`src/rtl/ppu_write_queue_if.sv`:
```
// Avalon-style slave bus between the CPU bridge and the PPU write queue.
interface ppu_write_queue_if #(
  parameter int ADDR_W = 12,
  parameter int DATA_W = 32
);
  logic              chipselect;
  logic              write;
  logic              read;
  logic [ADDR_W-1:0] address;
  logic [DATA_W-1:0] write_data;
  logic [DATA_W-1:0] readdata;
  logic              waitrequest;

  modport master (
    output chipselect, write, read, address, write_data,
    input  readdata, waitrequest
  );

  modport slave (
    input  chipselect, write, read, address, write_data,
    output readdata, waitrequest
  );
endinterface

```
`src/rtl/ppu_write_queue.sv`:
```
// CPU-to-PPU write front-end: queues CPU writes and commits them one per cycle
// only inside the safe window, plus vblank IRQ, overflow flag and queue flush.
module ppu_write_queue #(
  parameter int                ADDR_W      = 12,
  parameter int                DATA_W      = 32,
  parameter int                FIFO_DEPTH  = 16,
  parameter int                COMMIT_MODE = 0,
  parameter logic [ADDR_W-1:0] CTRL_ADDR   = {ADDR_W{1'b1}}
) (
  input  logic                            clk,
  input  logic                            reset,
  ppu_write_queue_if.slave                bus,
  input  logic                            vblank,
  input  logic                            ppu_busy,
  output logic                            mem_we,
  output logic [ADDR_W-1:0]               mem_addr,
  output logic [DATA_W-1:0]               mem_data,
  output logic [$clog2(FIFO_DEPTH):0]     fifo_level,
  output logic                            irq
);
  localparam int PTR_W = $clog2(FIFO_DEPTH);
  localparam int LVL_W = PTR_W + 1;
  localparam int ENT_W = ADDR_W + DATA_W;

  // Queue storage: plain array, read only on the registered commit path
  logic [ENT_W-1:0] fifo_mem [FIFO_DEPTH];

  logic [PTR_W-1:0] wr_ptr_reg, rd_ptr_reg;
  logic [LVL_W-1:0] level_reg;
  logic             irq_en_reg, irq_pending_reg, overflow_reg;
  logic             vblank_d_reg, rise_reg;

  logic is_ctrl, ctrl_wr, push, push_ok, flush, ack, full, empty, window, pop;

  // Bus decode, queue status and commit window
  always_comb begin
    is_ctrl = (bus.address == CTRL_ADDR);
    ctrl_wr = bus.chipselect & bus.write & is_ctrl;
    push    = bus.chipselect & bus.write & ~is_ctrl;
    flush   = ctrl_wr & bus.write_data[2];
    ack     = ctrl_wr & bus.write_data[1];
    full    = (level_reg == LVL_W'(FIFO_DEPTH));
    empty   = (level_reg == '0);
    // A pop in the same cycle never makes room for the push
    push_ok = push & ~full & ~flush;
    window  = (COMMIT_MODE != 0) ? ~ppu_busy : (vblank & ~ppu_busy);
    // Flushing discards the head too, so nothing new is committed that cycle
    pop     = ~empty & window & ~flush;
  end

  // Queue write port (no reset: contents are qualified by the pointers)
  always_ff @(posedge clk) begin
    if (push_ok)
      fifo_mem[wr_ptr_reg] <= {bus.address, bus.write_data};
  end

  // Pointers and occupancy; pointers wrap naturally at the power-of-two depth
  always_ff @(posedge clk) begin
    if (!reset || flush) begin
      wr_ptr_reg <= '0;
      rd_ptr_reg <= '0;
      level_reg  <= '0;
    end else begin
      if (push_ok) wr_ptr_reg <= wr_ptr_reg + 1'b1;
      if (pop)     rd_ptr_reg <= rd_ptr_reg + 1'b1;
      case ({push_ok, pop})
        2'b10:   level_reg <= level_reg + 1'b1;
        2'b01:   level_reg <= level_reg - 1'b1;
        default: level_reg <= level_reg;
      endcase
    end
  end

  // Commit port: strobe for one cycle per pop, address/data hold last commit
  always_ff @(posedge clk) begin
    if (!reset) begin
      mem_we   <= 1'b0;
      mem_addr <= '0;
      mem_data <= '0;
    end else begin
      mem_we <= pop;
      if (pop)
        {mem_addr, mem_data} <= fifo_mem[rd_ptr_reg];
    end
  end

  // Control/status: vblank edge detect is registered twice, so a set lands
  // two cycles after vblank rises; a set beats a coincident ack
  always_ff @(posedge clk) begin
    if (!reset) begin
      irq_en_reg      <= 1'b0;
      irq_pending_reg <= 1'b0;
      overflow_reg    <= 1'b0;
      vblank_d_reg    <= 1'b0;
      rise_reg        <= 1'b0;
    end else begin
      vblank_d_reg <= vblank;
      rise_reg     <= vblank & ~vblank_d_reg;
      if (ctrl_wr)
        irq_en_reg <= bus.write_data[0];
      if (rise_reg)
        irq_pending_reg <= 1'b1;
      else if (ack)
        irq_pending_reg <= 1'b0;
      if (push & full & ~flush)
        overflow_reg <= 1'b1;
      else if (ack)
        overflow_reg <= 1'b0;
    end
  end

  // Combinational status read and handshake outputs
  always_comb begin
    bus.readdata = '0;
    if (bus.chipselect & bus.read & is_ctrl)
      bus.readdata[2:0] = {overflow_reg, irq_pending_reg, irq_en_reg};
    bus.waitrequest = full;
    fifo_level      = level_reg;
    irq             = irq_pending_reg & irq_en_reg;
  end
endmodule

```
`src/flat_wrapper.sv`:
```
// flat-port wrapper written by rule: the top's interface ports become plain ports
module ppu_write_queue_flat 
#(
  parameter int                ADDR_W      = 12,
  parameter int                DATA_W      = 32,
  parameter int                FIFO_DEPTH  = 16,
  parameter int                COMMIT_MODE = 0,
  parameter logic [ADDR_W-1:0] CTRL_ADDR   = {ADDR_W{1'b1}}
)
  (clk, reset, vblank, ppu_busy, mem_we, mem_addr, mem_data, fifo_level, irq, bus_chipselect, bus_write, bus_read, bus_address, bus_write_data, bus_readdata, bus_waitrequest);
  ppu_write_queue_if #(.ADDR_W(ADDR_W), .DATA_W(DATA_W)) bus_i ();
  input  logic clk;
  input  logic reset;
  input  logic vblank;
  input  logic ppu_busy;
  output logic mem_we;
  output logic [ADDR_W-1:0] mem_addr;
  output logic [DATA_W-1:0] mem_data;
  output logic [$clog2(FIFO_DEPTH):0] fifo_level;
  output logic irq;
  input wire logic [$bits(bus_i.chipselect)-1:0] bus_chipselect;
  input wire logic [$bits(bus_i.write)-1:0] bus_write;
  input wire logic [$bits(bus_i.read)-1:0] bus_read;
  input wire logic [$bits(bus_i.address)-1:0] bus_address;
  input wire logic [$bits(bus_i.write_data)-1:0] bus_write_data;
  output wire logic [$bits(bus_i.readdata)-1:0] bus_readdata;
  output wire logic [$bits(bus_i.waitrequest)-1:0] bus_waitrequest;
  assign bus_i.chipselect = bus_chipselect;
  assign bus_i.write = bus_write;
  assign bus_i.read = bus_read;
  assign bus_i.address = bus_address;
  assign bus_i.write_data = bus_write_data;
  assign bus_readdata = bus_i.readdata;
  assign bus_waitrequest = bus_i.waitrequest;
  ppu_write_queue #(.ADDR_W(ADDR_W), .DATA_W(DATA_W), .FIFO_DEPTH(FIFO_DEPTH), .COMMIT_MODE(COMMIT_MODE), .CTRL_ADDR(CTRL_ADDR)) u_core (.clk(clk), .reset(reset), .bus(bus_i), .vblank(vblank), .ppu_busy(ppu_busy), .mem_we(mem_we), .mem_addr(mem_addr), .mem_data(mem_data), .fifo_level(fifo_level), .irq(irq));
endmodule
```
`config.mk`:
```
export PLATFORM = sky130hd
export DESIGN_NAME = ppu_write_queue_flat
export DESIGN_NICKNAME = d
export VERILOG_FILES = /design/src/rtl/ppu_write_queue_if.sv /design/src/rtl/ppu_write_queue.sv /design/src/flat_wrapper.sv
export SDC_FILE = /design/constraint.sdc
export NUM_CORES = 1
export LEC_CHECK = 0
export CAP_MARGIN = 10
export CORE_MARGIN = 4
export CORE_UTILIZATION = 52
export CTS_BUF_LIST = sky130_fd_sc_hd__clkbuf_8
export CTS_CLUSTER_SIZE = 16
export DETAILED_ROUTE_END_ITERATION = 10
export PLACE_DENSITY = 0.69
export SYNTH_ARGS = -nofsm -noshare
export SYNTH_HDL_FRONTEND = slang
export SYNTH_SLANG_ARGS = --single-unit
export TNS_END_PERCENT = 30
```
`constraint.sdc`:
```
create_clock -name clk -period 6.9 [get_ports clk]
set_input_delay 1.38 -clock clk [delete_from_list [all_inputs] [get_ports clk]]
set_output_delay 1.38 -clock clk [all_outputs]
set_load 0.05 [all_outputs]
```
After elaboration in Yosys (flattened, before gate mapping)
Memory sizes are Yosys's and may differ from the RTL's. A register that Yosys moved wholly into a read port is not among the register bits. Index checks and enable logic that the tools add are counted.

$add $sub $neg: 4. Equal/unequal tests: 4. Multiplexer cells: 7. Bitwise logic cells: 22. Reductions and logical operators: 7.

Operators with widths (number): $and A1 B1 Y1 (16); $eq A12 B12 Y1 const B (1); $pmux W5 S2 (1); $add A4 B1 Y4 const B (2); $not A1 Y1 (6); $reduce_bool A2 Y1 (3); $add A5 B1 Y5 const B (1); $eq A5 B5 Y1 const B (1); $logic_not A5 Y1 (1); $mux W1 (5); $sub A5 B1 Y5 const B (1); $mux W3 (1); $eq A2 B1 Y1 const B (1); $eq A2 B2 Y1 const B (1); $logic_not A1 Y1 (2); $logic_or A1 B1 Y1 (1).

Register bits after elaboration: 19. RAM bits: 704. Output and inout bits: 84. Word-level logic and storage cells: 54. Memories: 1.

Memory list: u_core.fifo_mem (depth 16, width 44, read ports 1, clocked after memory_dff 1, write ports 1, line ppu_write_queue.sv:26) `logic [ENT_W-1:0] fifo_mem [FIFO_DEPTH];`.

Depth between registers and ports, before layout
Word-level depth: 7. Gate-level depth with buffers: 13. Mapped depth without buffers: 11.

Least setup slack after synthesis
Ideal clock, no wire load.

Path kind: input to register. From: input port bus_address[6]. To: memory u_core.fifo_mem[0][0] (netlist name) (enable). Setup time: 0.500 ns. Arrival time: 5.223 ns. Data required time: 6.400 ns. Path slack: 1.178 ns. Cell stages on the path: 5. Cells stage by stage: nand4_1 > nor3_1 > nor3_1 > nand2_1 > nor3_1.

Cells in the longest elaborated chain, start to end: 7.

Ends and longest elaborated chain: from (decl) (line flat_wrapper.sv:24) `input wire logic [$bits(bus_i.address)-1:0] bus_address;`; $eq A12 B12 Y1 * (line ppu_write_queue.sv:37) `is_ctrl = (bus.address == CTRL_ADDR);`; $not A1 Y1 or $and A1 B1 Y1 (tied branches) (line ppu_write_queue.sv:39, ppu_write_queue.sv:38); $and A1 B1 Y1, on equally long branches (line ppu_write_queue.sv:39, ppu_write_queue.sv:40); $and A1 B1 Y1 or $not A1 Y1 (tied branches) (line ppu_write_queue.sv:45) `push_ok = push & ~full & ~flush;`; $and A1 B1 Y1 * (line ppu_write_queue.sv:45); $mux W1 * (line ppu_write_queue.sv:53) `if (push_ok)`; $mux W1 (not written as such) * (line ppu_write_queue.sv:54) `fifo_mem[wr_ptr_reg] <= {bus.address, bus.write_data};`; to (decl) (line ppu_write_queue.sv:26).

Mark *: on every way between the ends. The rest lies on a longest branch, timed or not.

Worst setup path after layout
From: input port bus_address[0]. To: output port bus_readdata[0].

Cells in the longest elaborated chain, start to end: 3.

Ends and longest elaborated chain: $eq A12 B12 Y1 (line ppu_write_queue.sv:37); $and A1 B1 Y1 (line ppu_write_queue.sv:115) `if (bus.chipselect & bus.read & is_ctrl)`; $mux W3 (line ppu_write_queue.sv:115); to (decl) (line flat_wrapper.sv:26) `output wire logic [$bits(bus_i.readdata)-1:0] bus_readdata;`.

No other way between the ends.

==> results.yml <==
pwr:
  leakage_uw: 0.0104
  switching_power_uw: 2080
  power_uw: 9180
  peakVddDrop_mv: 0.148
  pwr_density_cell_nw_per_um2: 277
  switching_share: 0.226
  pwr-share-clk: 0.381
  power_frac_seq: 0.562
  power_frac_comb: 0.057
  p_int_uw: 7110
critical_path:
  slowest_delay_ns: 0.86
  cp-end-kind: "output pin"
  critical_path_class: "in2out"
  cpMostUsedCell: "clkdlybuf4s50_1"
  cp_max_fo: 17
  critPathLaunchType: "input pin"
  crit_required_ns: 5.52
  worstPathArrival_ns: 4.34
  slowest_stage: "clkdlybuf4s50_1"
  crit_chain: "clkdlybuf4s50_1, nand4_1, nor3_1, and3_1, and2_1, clkdlybuf4s50_1"
synthesis:
  synth_top_area_frac: 0.726
  synth_seq_area_share: 0.769
  async_reset_ff_frac: 0
  synth_area_leaders: "edfxtp_1, mux4_2, dfxtp_1"
  yosysTopAreaCell: "edfxtp_1"
  syn_inst: 1353
  avgSynthCellArea_um2: 21.5
  synth_ff_type: "edfxtp_1"
  netlist_area_um2: 29100
  synth-seq-cells: 767
  yosysWarnings: 0
  synth.distinct_cells: 44
  synth_edf_count: 704
timing:
  holdWs_ns: 0.385
  skew_ns: 0.0296
  setup_violations: 0
  rsz0062_at_grt: "no"
  tightest_slew_ns: 1.21
  post-route-min-period_ns: 5.72
  fmax_ghz: 0.175
  maxSlewViolCount: 0
  relSlewSlack: 0.196
  tns_ns: 0
  finalHoldViolations: 0
  finalCritPeriodShare: 0.829
clock_network:
  insertion_delay_ns: 0.72
  cts_resized: 0
  cts.clk_slew.worst_paths_ns: 0.06
  cts_root_buffer: "clkbuf_8"
  clock_path_buffers: 3
  cts_sinks: 767
  ctsHoldBuffers: 0
  cts_htree_levels: 3
  tritoncts: "yes"
  cts_made_buffers: 116
  post_cts_buffers: 0
status:
  status: "finished clean"
layout:
  fin_nets: 1594
  area_growth_pct: 13.8
  largest_reg_flops: 704
  postLayoutCoreUtil: 0.599
  regMostFlops: "u_core.fifo_mem"
  drive_gt1_frac: 0.243
  final_common_cell: "edfxtp_1"
  final_cell_mix: "edfxtp_1, mux4_2, clkbuf_8, clkdlybuf4s50_1, o22ai_1"
  reg.largest.list: "u_core.fifo_mem: 704 flops, u_core.mem_data: 32 flops, u_core.mem_addr: 12 flops"
placed_design:
  gp_congestion: 0.753
  hpwl_mm: 34.8
  io_buffers: 105
floorplanning:
  die-area_um2: 59800
  die_y_um: 245
  ios: 135
  initial_core_util: 0.526
  rows: 86
  die_x_um: 245
  core_area_um2: 55300
routing:
  vias_per_cell: 6.01
  drc: 0
  initialDrtViolationCount: 1495
  routed_wirelength_mm: 65.3
  ant_nets: 0
  wl_per_cell_um: 27.5
  dr.pass1.iters: 5
  routed-via-count: 14281
global_routing:
  grt_use_total: 0.221
  grt_pass1_vias: 14941
  overflow: 0
  grt_max_degree: 91
  grt_pass1_wl_mm: 97.3
  grt_antenna_before_repair: 3
flow_run:
  maxCapViolCount: 0
hold_path:
  hp-class: "reg2reg"
==> final cells by class <==
cell class / count / area, um2
Sequential cell: 767 / 22400
Fill cell: 3969 / 22200
Multi-Input combinational cell: 499 / 6130
Clock buffer: 126 / 1730
Timing Repair Buffer: 142 / 1420
Tap cell: 748 / 936
Clock inverter: 86 / 455
Inverter: 7 / 26.3
Antenna cell: 2 / 5.00
==> cell families (layout without fill, tap and decap cells) <==
kind of cell	count (synthesis)	count (layout)	synth area share
adder cells (fa/ha/maj)	10	10	0.00456
XOR/XNOR	10	10	0.00301
flip-flops	767	767	0.769
multiplexers	180	180	0.138
AND/OR/NAND/NOR	121	121	0.0191
AO/OA/AOI/OAI	149	149	0.0388
other	1	31	0.000129
buffers and inverters	115	361	0.0274
==> worst max-delay path, delay by kind of cell <==
| kind | cells | cell delay (ns) |
|---|---|---|
| buffers and inverters | 2 | 1.66 |
| AND/OR/NAND/NOR | 4 | 1.28 |
==> cells in the mapped netlist (4+ instances only) <==
cell / instances
dfxtp_1: 63
o32ai_1: 33
nor2b_1: 4
edfxtp_1: 704
ha_1: 9
nand2_1: 53
nor3_1: 6
mux4_2: 176
mux2i_1: 4
nand4_1: 4
buf_2: 28
nand3_1: 5
xnor2_1: 4
inv_1: 7
and2_1: 7
clkbuf_1: 14
a21oi_1: 9
nand2b_1: 6
xor2_1: 6
o32ai_2: 9
nor2_1: 26
buf_4: 38
o22ai_1: 86
buf_6: 25
==> final timing paths <==
path	start	to	slack [ns]	cells past startpoint
worst min register to register	u_core.vblank_d_reg	u_core.rise_reg	0.38	1
worst max register to register	u_core.fifo_level[1]	u_core.fifo_mem[13][3]	3.59	6
worst min-delay path	u_core.vblank_d_reg	u_core.rise_reg	0.38	1
worst max-delay path	bus_address[0]	bus_readdata[0]	1.18	6
==> power by group through the flow <==
stage               registers, uW  clock network [uW]  logic (uW)
floorplan                    5310                   0         305
global placement             5260                   0         519
detailed placement           5260                   0         529
CTS                          5170                3560         530
global route                 5170                3780         559
finish                       5160                3500         526
==> metrics by stage <==
step	cells	cell area, um2	worst slack [ns]
final	2377	33100	1.18
after floorplan	1381	29200	1.18
after detailed placement	2163	30900	1.20
after CTS	2375	33100	1.20
after global routing	2375	33100	1.04
after global placement	2163	30900	1.26
==> per-layer routing <==
metal  routed length [um]  vias to the layer above  GRT usage
li1                     -                     6007          -
met1                26900                     7554      0.314
met2                31800                      612      0.347
met3                 5150                      104     0.0547
met4                 1460                        4     0.0656
met5                   22                        -          0
No activity file was read; power rests on OpenSTA's default activity.
